==> src/rtl/id_pkg.sv <==
// Shared definitions for the instruction-decode stage: default widths,
// the ID/EX bundle layout and the all-zero bubble value.
package id_pkg;

  localparam int DATA_W     = 16;
  localparam int REG_ADDR_W = 3;
  localparam int IMM_W      = 7;
  localparam int FUNCT_W    = 3;

  // ID/EX bundle at the default widths. EX-side logic built at these widths
  // can use this type directly. The decode stage keeps its own bundle,
  // sized from its parameters, so non-default builds stay consistent.
  typedef struct packed {
    logic                  valid;
    logic [DATA_W-1:0]     rd1;
    logic [DATA_W-1:0]     rd2;
    logic [DATA_W-1:0]     imm;
    logic [REG_ADDR_W-1:0] rs;
    logic [REG_ADDR_W-1:0] rt;
    logic [REG_ADDR_W-1:0] rd;
    logic [FUNCT_W-1:0]    funct;
    logic [DATA_W-1:0]     pc4;
  } id_ex_t;

  // An empty pipeline slot: no valid instruction and every field zero.
  localparam id_ex_t ID_BUBBLE = '0;

endpackage

==> src/rtl/id_regfile.sv <==
// Register file for the decode stage: two combinational read ports, one
// write port, register 0 hardwired to zero, and write-through bypass so a
// value being written back this cycle is visible to readers this cycle.
module id_regfile
  import id_pkg::*;
#(
  parameter int DATA_W     = id_pkg::DATA_W,
  parameter int REG_ADDR_W = id_pkg::REG_ADDR_W
) (
  input  logic                  clock,
  input  logic                  reset_n,
  input  logic [REG_ADDR_W-1:0] ra1_i,
  input  logic [REG_ADDR_W-1:0] ra2_i,
  output logic [DATA_W-1:0]     rd1_o,
  output logic [DATA_W-1:0]     rd2_o,
  input  logic                  we_i,
  input  logic [REG_ADDR_W-1:0] wa_i,
  input  logic [DATA_W-1:0]     wd_i
);

  localparam int NUM_REGS = 2 ** REG_ADDR_W;

  logic [DATA_W-1:0] regs [NUM_REGS];
  logic              wr_en;

  // Writes aimed at register 0 are discarded.
  assign wr_en = we_i && (wa_i != '0);

  genvar gi;
  generate
    for (gi = 0; gi < NUM_REGS; gi++) begin : g_reg
      if (gi == 0) begin : g_zero
        assign regs[gi] = '0;
      end else begin : g_store
        logic [DATA_W-1:0] val_q;

        // Each register captures write-back data when addressed.
        always_ff @(posedge clock or negedge reset_n) begin
          if (!reset_n) begin
            val_q <= '0;
          end else if (wr_en && (wa_i == REG_ADDR_W'(gi))) begin
            val_q <= wd_i;
          end
        end

        assign regs[gi] = val_q;
      end
    end
  endgenerate

  // Read ports forward in-flight write-back data ahead of the stored value.
  always_comb begin
    rd1_o = regs[ra1_i];
    rd2_o = regs[ra2_i];
    if (wr_en && (wa_i == ra1_i)) rd1_o = wd_i;
    if (wr_en && (wa_i == ra2_i)) rd2_o = wd_i;
  end

endmodule

==> src/rtl/id_stage_pipe.sv <==
// Instruction-decode stage for the 16-bit pipelined processor. Reads the
// register file, sign-extends the immediate, detects load-use hazards
// (stalling IF) and registers the decode results into the ID/EX register.
// Build option: define ID_STALL_CNT_EN to add a saturating stall counter
// output (stall_cnt).
module id_stage_pipe
  import id_pkg::*;
#(
  parameter int DATA_W     = id_pkg::DATA_W,
  parameter int REG_ADDR_W = id_pkg::REG_ADDR_W,
  parameter int IMM_W      = id_pkg::IMM_W,
  parameter int FUNCT_W    = id_pkg::FUNCT_W
) (
  input  logic                  clock,
  input  logic                  reset_n,
  input  logic                  in_valid,
  input  logic [REG_ADDR_W-1:0] rs,
  input  logic [REG_ADDR_W-1:0] rt,
  input  logic [REG_ADDR_W-1:0] rd,
  input  logic [FUNCT_W-1:0]    funct,
  input  logic [IMM_W-1:0]      imm,
  input  logic [DATA_W-1:0]     pc4,
  input  logic                  wb_we,
  input  logic [REG_ADDR_W-1:0] wb_addr,
  input  logic [DATA_W-1:0]     wb_data,
  input  logic                  ex_mem_read,
  input  logic [REG_ADDR_W-1:0] ex_rt,
  input  logic                  flush,
  output logic                  stall,
  output logic                  out_valid,
  output logic [DATA_W-1:0]     rd1_q,
  output logic [DATA_W-1:0]     rd2_q,
  output logic [DATA_W-1:0]     imm_q,
  output logic [REG_ADDR_W-1:0] rs_q,
  output logic [REG_ADDR_W-1:0] rt_q,
  output logic [REG_ADDR_W-1:0] rd_q,
  output logic [FUNCT_W-1:0]    funct_q,
  output logic [DATA_W-1:0]     pc4_q
`ifdef ID_STALL_CNT_EN
  ,
  output logic [15:0]           stall_cnt
`endif
);

  // ID/EX bundle sized from this instance's parameters.
  typedef struct packed {
    logic                  valid;
    logic [DATA_W-1:0]     rd1;
    logic [DATA_W-1:0]     rd2;
    logic [DATA_W-1:0]     imm;
    logic [REG_ADDR_W-1:0] rs;
    logic [REG_ADDR_W-1:0] rt;
    logic [REG_ADDR_W-1:0] rd;
    logic [FUNCT_W-1:0]    funct;
    logic [DATA_W-1:0]     pc4;
  } idex_t;

  localparam idex_t BUBBLE = '0;

  logic [DATA_W-1:0] rf_rd1;
  logic [DATA_W-1:0] rf_rd2;
  logic [DATA_W-1:0] imm_ext;
  logic              hazard;
  idex_t             idex_q;
  idex_t             idex_d;

  id_regfile #(
    .DATA_W     (DATA_W),
    .REG_ADDR_W (REG_ADDR_W)
  ) u_regfile (
    .clock   (clock),
    .reset_n (reset_n),
    .ra1_i   (rs),
    .ra2_i   (rt),
    .rd1_o   (rf_rd1),
    .rd2_o   (rf_rd2),
    .we_i    (wb_we),
    .wa_i    (wb_addr),
    .wd_i    (wb_data)
  );

  // Sign extension bit by bit; also covers IMM_W == DATA_W cleanly.
  genvar gi;
  generate
    for (gi = 0; gi < DATA_W; gi++) begin : g_sext
      if (gi < IMM_W) begin : g_copy
        assign imm_ext[gi] = imm[gi];
      end else begin : g_sign
        assign imm_ext[gi] = imm[IMM_W-1];
      end
    end
  endgenerate

  // Load-use hazard: the load in EX writes a register this instruction reads.
  // A taken branch squashes the instruction anyway, so it never stalls, and
  // nothing stalls while the pipeline is held in reset.
  assign hazard = in_valid && ex_mem_read && (ex_rt != '0) &&
                  ((ex_rt == rs) || (ex_rt == rt));
  assign stall  = hazard && !flush && reset_n;

  // Next ID/EX contents: bubble on flush or stall, otherwise this decode.
  always_comb begin
    idex_d = BUBBLE;
    if (!flush && !stall) begin
      idex_d.valid = in_valid;
      idex_d.rd1   = rf_rd1;
      idex_d.rd2   = rf_rd2;
      idex_d.imm   = imm_ext;
      idex_d.rs    = rs;
      idex_d.rt    = rt;
      idex_d.rd    = rd;
      idex_d.funct = funct;
      idex_d.pc4   = pc4;
    end
  end

  // ID/EX pipeline register.
  always_ff @(posedge clock or negedge reset_n) begin
    if (!reset_n) begin
      idex_q <= BUBBLE;
    end else begin
      idex_q <= idex_d;
    end
  end

  assign out_valid = idex_q.valid;
  assign rd1_q     = idex_q.rd1;
  assign rd2_q     = idex_q.rd2;
  assign imm_q     = idex_q.imm;
  assign rs_q      = idex_q.rs;
  assign rt_q      = idex_q.rt;
  assign rd_q      = idex_q.rd;
  assign funct_q   = idex_q.funct;
  assign pc4_q     = idex_q.pc4;

`ifdef ID_STALL_CNT_EN
  logic [15:0] stall_cnt_q;

  // Counts stalled cycles, holding at the maximum instead of wrapping.
  always_ff @(posedge clock or negedge reset_n) begin
    if (!reset_n) begin
      stall_cnt_q <= '0;
    end else if (stall && (stall_cnt_q != 16'hFFFF)) begin
      stall_cnt_q <= stall_cnt_q + 16'd1;
    end
  end

  assign stall_cnt = stall_cnt_q;
`endif

endmodule

==> config.mk <==
export PLATFORM = sky130hd
export DESIGN_NAME = id_stage_pipe
export DESIGN_NICKNAME = d
export VERILOG_FILES = /design/src/rtl/id_pkg.sv /design/src/rtl/id_regfile.sv /design/src/rtl/id_stage_pipe.sv
export SDC_FILE = /design/constraint.sdc
export NUM_CORES = 1
export LEC_CHECK = 0
export ABC_AREA = 0
export CAP_MARGIN = 10
export CORE_MARGIN = 2
export CORE_UTILIZATION = 45
export CTS_CLUSTER_SIZE = 16
export DETAILED_ROUTE_END_ITERATION = 6
export GPL_TIMING_DRIVEN = 0
export PLACE_DENSITY = 0.72
export SYNTH_ARGS = -nofsm -noshare
export SYNTH_HDL_FRONTEND = slang
export SYNTH_SLANG_ARGS = --single-unit
==> constraint.sdc <==
create_clock -name clock -period 1.3 [get_ports clock]
set_clock_uncertainty 0.1 [all_clocks]
set_input_delay 0.195 -clock clock [delete_from_list [all_inputs] [get_ports clock]]
set_output_delay 0.195 -clock clock [all_outputs]
set_load 0.02 [all_outputs]
Word level (Yosys, flattened, before mapping)
Cells that the tools add are included.

word-level totals
  register bits after elaboration = 189
  logic and storage cells = 61

cells by class
  magnitude comparators = 2
  eq/ne operators = 11
  reduce and logical (&&, ||, !) cells = 21
  muxes and demuxes = 9
  bitwise logic cells = 2

operators with widths
  cell                  count
  $bmux W16 S3          2
  $mux W16              6
  $mux W77              1
  $logic_and A1 B1 Y1   16
  $eq A3 B3 Y1          4
  $eq A3 B3 Y1 const B  4
  $ge A4 B4 Y1 const B  2
  $not A3 Y4            2
  $eq A3 B2 Y1 const B  2
  $reduce_bool A3 Y1    2
  $eq A3 B1 Y1 const B  1
  $logic_not A1 Y1      2
  $logic_or A1 B1 Y1    1

Depth between registers and ports, before layout
  depth in word-level cells = 8
  depth in mapped cells = 8
  gate-level depth less buffers = 5

Cells and area by module
From an unflattened synthesis, not the netlist that was laid out.

unflattened totals
  cells, all modules = 692
  area total of the unflattened synthesis = 8,978.6 µm²

modules (own cells, without submodules)
  module         sequential area each (µm²)  cells each  times used  area each (µm²)
  id_regfile     2,802.7                     521         1           6,540.0
  id_stage_pipe  1,701.6                     171         1           2,438.6

Worst setup path after synthesis
No wires, ideal clock.

  path kind = input to register
  start = input port rs[1]
  end = register idex_q, in the netlist rd1_q[10]
  arrival = 1,669 ps
  slack = -620 ps
  path buffers = 3
  library setup time = 151 ps
  stages on the path = 8
  cell sequence = buf_2 xnor2_1 nand3_1 a2111oi_4 or2_1 buf_4 buf_6 a211oi_2

RTL lines
  what                  RTL line              text
  start, declared       id_stage_pipe.sv:17   input logic [REG_ADDR_W-1:0] rs,
  end signal, assigned  id_stage_pipe.sv:122  idex_q <= idex_d;
  end, declared         id_stage_pipe.sv:64   idex_t idex_q;

==> results.ini <==
[clock_network]
path_clk_slew_ns = 0.06
cts-root-buf = clkbuf_16
cts-buffers-inserted = 17
clk_latency_ns = 0.44
cts_tree = done
htree_levels = 4
clock-sinks = 180
cts_buffer_depth = 2

[synth]
syn_area_mm2 = 0.00862
yosysSeqAreaShare_pct = 52.2
synth_cell_types = 28
synth_most_common_cell = dfrtp_1
synth_ff_type = dfrtp_1
ys_ff_latch = 180
syn-instance-count = 650
synth_top_area_share_pct = 52.2
synthesis.nets = 713
ys_warn_count = 0
avgSynthCellArea_um2 = 13.3
synthTopCellsByArea = dfrtp_1 52%, mux2_2 19%, mux4_2 8.4%
synth_common_cells = 180 x dfrtp_1, 144 x mux2_2, 66 x nor2_1
async_reset_ff_share_pct = 100
synth_edf_count = 0
synth_top_area_cell = dfrtp_1

[detailed_routing]
drc_errors = 0
routed_wl_um = 25700
wl_per_cell_um = 23.5
num_vias = 6421
drt-initial-drc-count = 620
ant_nets = 0
via_per_inst = 5.87
drt_pass1_iterations = 5

[sta]
max_freq_ghz = 0.662
finalSetupViolCount = 78
rsz0062_at_grt = true
tightest_slew_ns = 0.835
maxSlewHeadroom_pct = 44.3
finalCritPeriodShare_pct = 116
whs_ns = 0.0940
slew_violations = 0
period_needed_ns = 1.51
hold_viol_final = 0
setup_ws_ns = -0.211

[worst_setup_path]
worstPathArrival_ns = 1.22
slowest_delay_ns = 0.42
cp_cell_sequence = buf_6, buf_6, buf_6
critPathMaxFanout = 5
crit_slowest_cell = dfrtp_2
cp-end-kind = output port
worst_ep_required_time_ns = 1.00
critPathLaunchType = register
criticalPathCategory = register to output port
cpMostUsedCell = buf_6

[final_layout]
drive_above_1_share_pct = 58.1
area_delta_synth_final_pct = 41.2
fin_nets = 911
n_antenna_cell = 0
fillerInstances = 1312

[global_routing]
grtUsageTotal_pct = 26.2
grt_max_degree = 53
grtUsageMet1_pct = 34.4
met2_usage_pct = 41.9
grt_overflow = 0
met3_usage_pct = 5.35
grt_pass1_vias = 6898
antenna_found_initial = 0
grt.busiest_layer = met2
grt_pass1_wl_um = 39700

[floorplanning]
chipHeight_um = 142
die_area_mm2 = 0.0203
initial_core_util_pct = 46.0
fp-row-count = 50
io_pins = 141
chipWidth_um = 142
core_mm2 = 0.0188

[placement]
portBuffers = 131
dp_hpwl_um = 15800
place_congestion = 0.827

[status]
violations = negative setup slack
outcome = finished, violations left

[power]
finalPower_mw = 16.7
p_per_area_mw_per_mm2 = 1380
vdd_drop_max_uv = 863
p_leak_nw = 5.42

[worst_hold_path]
hp-class = input pin to register

[flow_run]
cap_violations = 0

flip-flops by register name (all words and copies together) (netlist names):
register	flops
funct_q	3
imm_q	7
out_valid	1
pc4_q	16
rd1_q	16
rd2_q	16
rd_q	3
rs_q	3
rt_q	3
u_regfile.g.g_store.val_q	112
critical path: cells and delay by family, from the launching register on:
family	cells	cell delay, ns
flip-flops	1	0.42
buffers and inverters	3	0.37
power by group:
group          switching (mW)  internal [mW]
Sequential              0.672           6.56
Combinational            1.87           2.47
Clock                    2.24           2.94
through the flow:
| stage | TNS (ns) | utilization [%] | instances | setup WS [ns] | instance area (um^2) |
|---|---|---|---|---|---|
| 4_1_cts | -11.65 | 64.1 | 1091 | -0.216 | 12000 |
| 5_1_grt | -15.26 | 64.9 | 1094 | -0.256 | 12200 |
| 3_5_place_dp | -169.90 | 56.8 | 1016 | -1.48 | 10700 |
| 2_1_floorplan | -40.69 | - | 650 | -0.556 | 9030 |
| 6_report | -9.26 | 64.9 | 1094 | -0.211 | 12200 |
| 3_3_place_gp | -1858.14 | 56.7 | 1015 | -7.40 | 10600 |
layer usage:
metal / share of wire [%] / vias to the layer above
met3: 7.4 / 58
li1: - / 2746
met1: 41 / 3288
met5: 0 / -
met2: 48 / 329
met4: 3.6 / 0
repair_timing:
action                                 in CTS  in global routing
gates resized for setup                   499                 40
pin swaps                                  21                  7
setup buffers                              29                  5
hold buffers                                5                  1
setup endpoints to repair                 252                124
cloned                                     10                  0
endpoints found under the hold margin     180                 20
cell type report:
| type | instances | area (um^2) | area share [%] |
|---|---|---|---|
| sequential | 180 | 4510 | 37.0 |
| buffer | 62 | 664 | 5.46 |
| clock inverter | 11 | 129 | 1.06 |
| tap | 234 | 293 | 2.40 |
| multi-input combinational | 407 | 4490 | 36.9 |
| timing repair buffer | 180 | 1640 | 13.4 |
| clock buffer | 20 | 457 | 3.75 |
kinds of logic (layout without fill, tap and decap cells):
kind of cell              Yosys count  count (layout)  share of synthesized area [%]
DFF                               180             180                           52.2
and+or+nand+nor                   122             122                           7.02
buffers and inverters              63             273                           4.05
xor gates and xnor gates           10              10                           1.02
muxes                             176             176                           27.2
AOI/OAI and AO/OA                  99              99                           8.53
placed cells by master (no fill, tap or decap), drive strengths merged, types with 4 or more instances in the layout:
master / Yosys / final
mux4: 32 / 32
nor2: 67 / 67
nor3: 4 / 4
dlygate4sd3: 0 / 4
clkinv: 0 / 7
xnor2: 10 / 10
mux2: 144 / 144
clkdlybuf4s50: 0 / 45
a211oi: 32 / 32
bufbuf: 0 / 5
buf: 43 / 168
a21oi: 32 / 32
and2: 37 / 37
clkbuf: 20 / 36
dfrtp: 180 / 180
a22oi: 32 / 32
final timing paths:
check	start	cells after the start	slack [ns]	endpoint
max	imm_q[14]	3	-0.21	imm_q[13]
min	in_valid	3	0.09	out_valid
max reg2reg	u_regfile.g_reg[1].g_store.val_q[13]	5	-0.17	rd2_q[13]
min reg2reg	u_regfile.g_reg[7].g_store.val_q[12]	1	0.43	u_regfile.g_reg[7].g_store.val_q[12]
max in group asynchronous	reset_n	3	0.25	imm_q[14]
min in group asynchronous	reset_n	3	0.18	u_regfile.g_reg[3].g_store.val_q[11]
(Power assumes the default switching activity.)
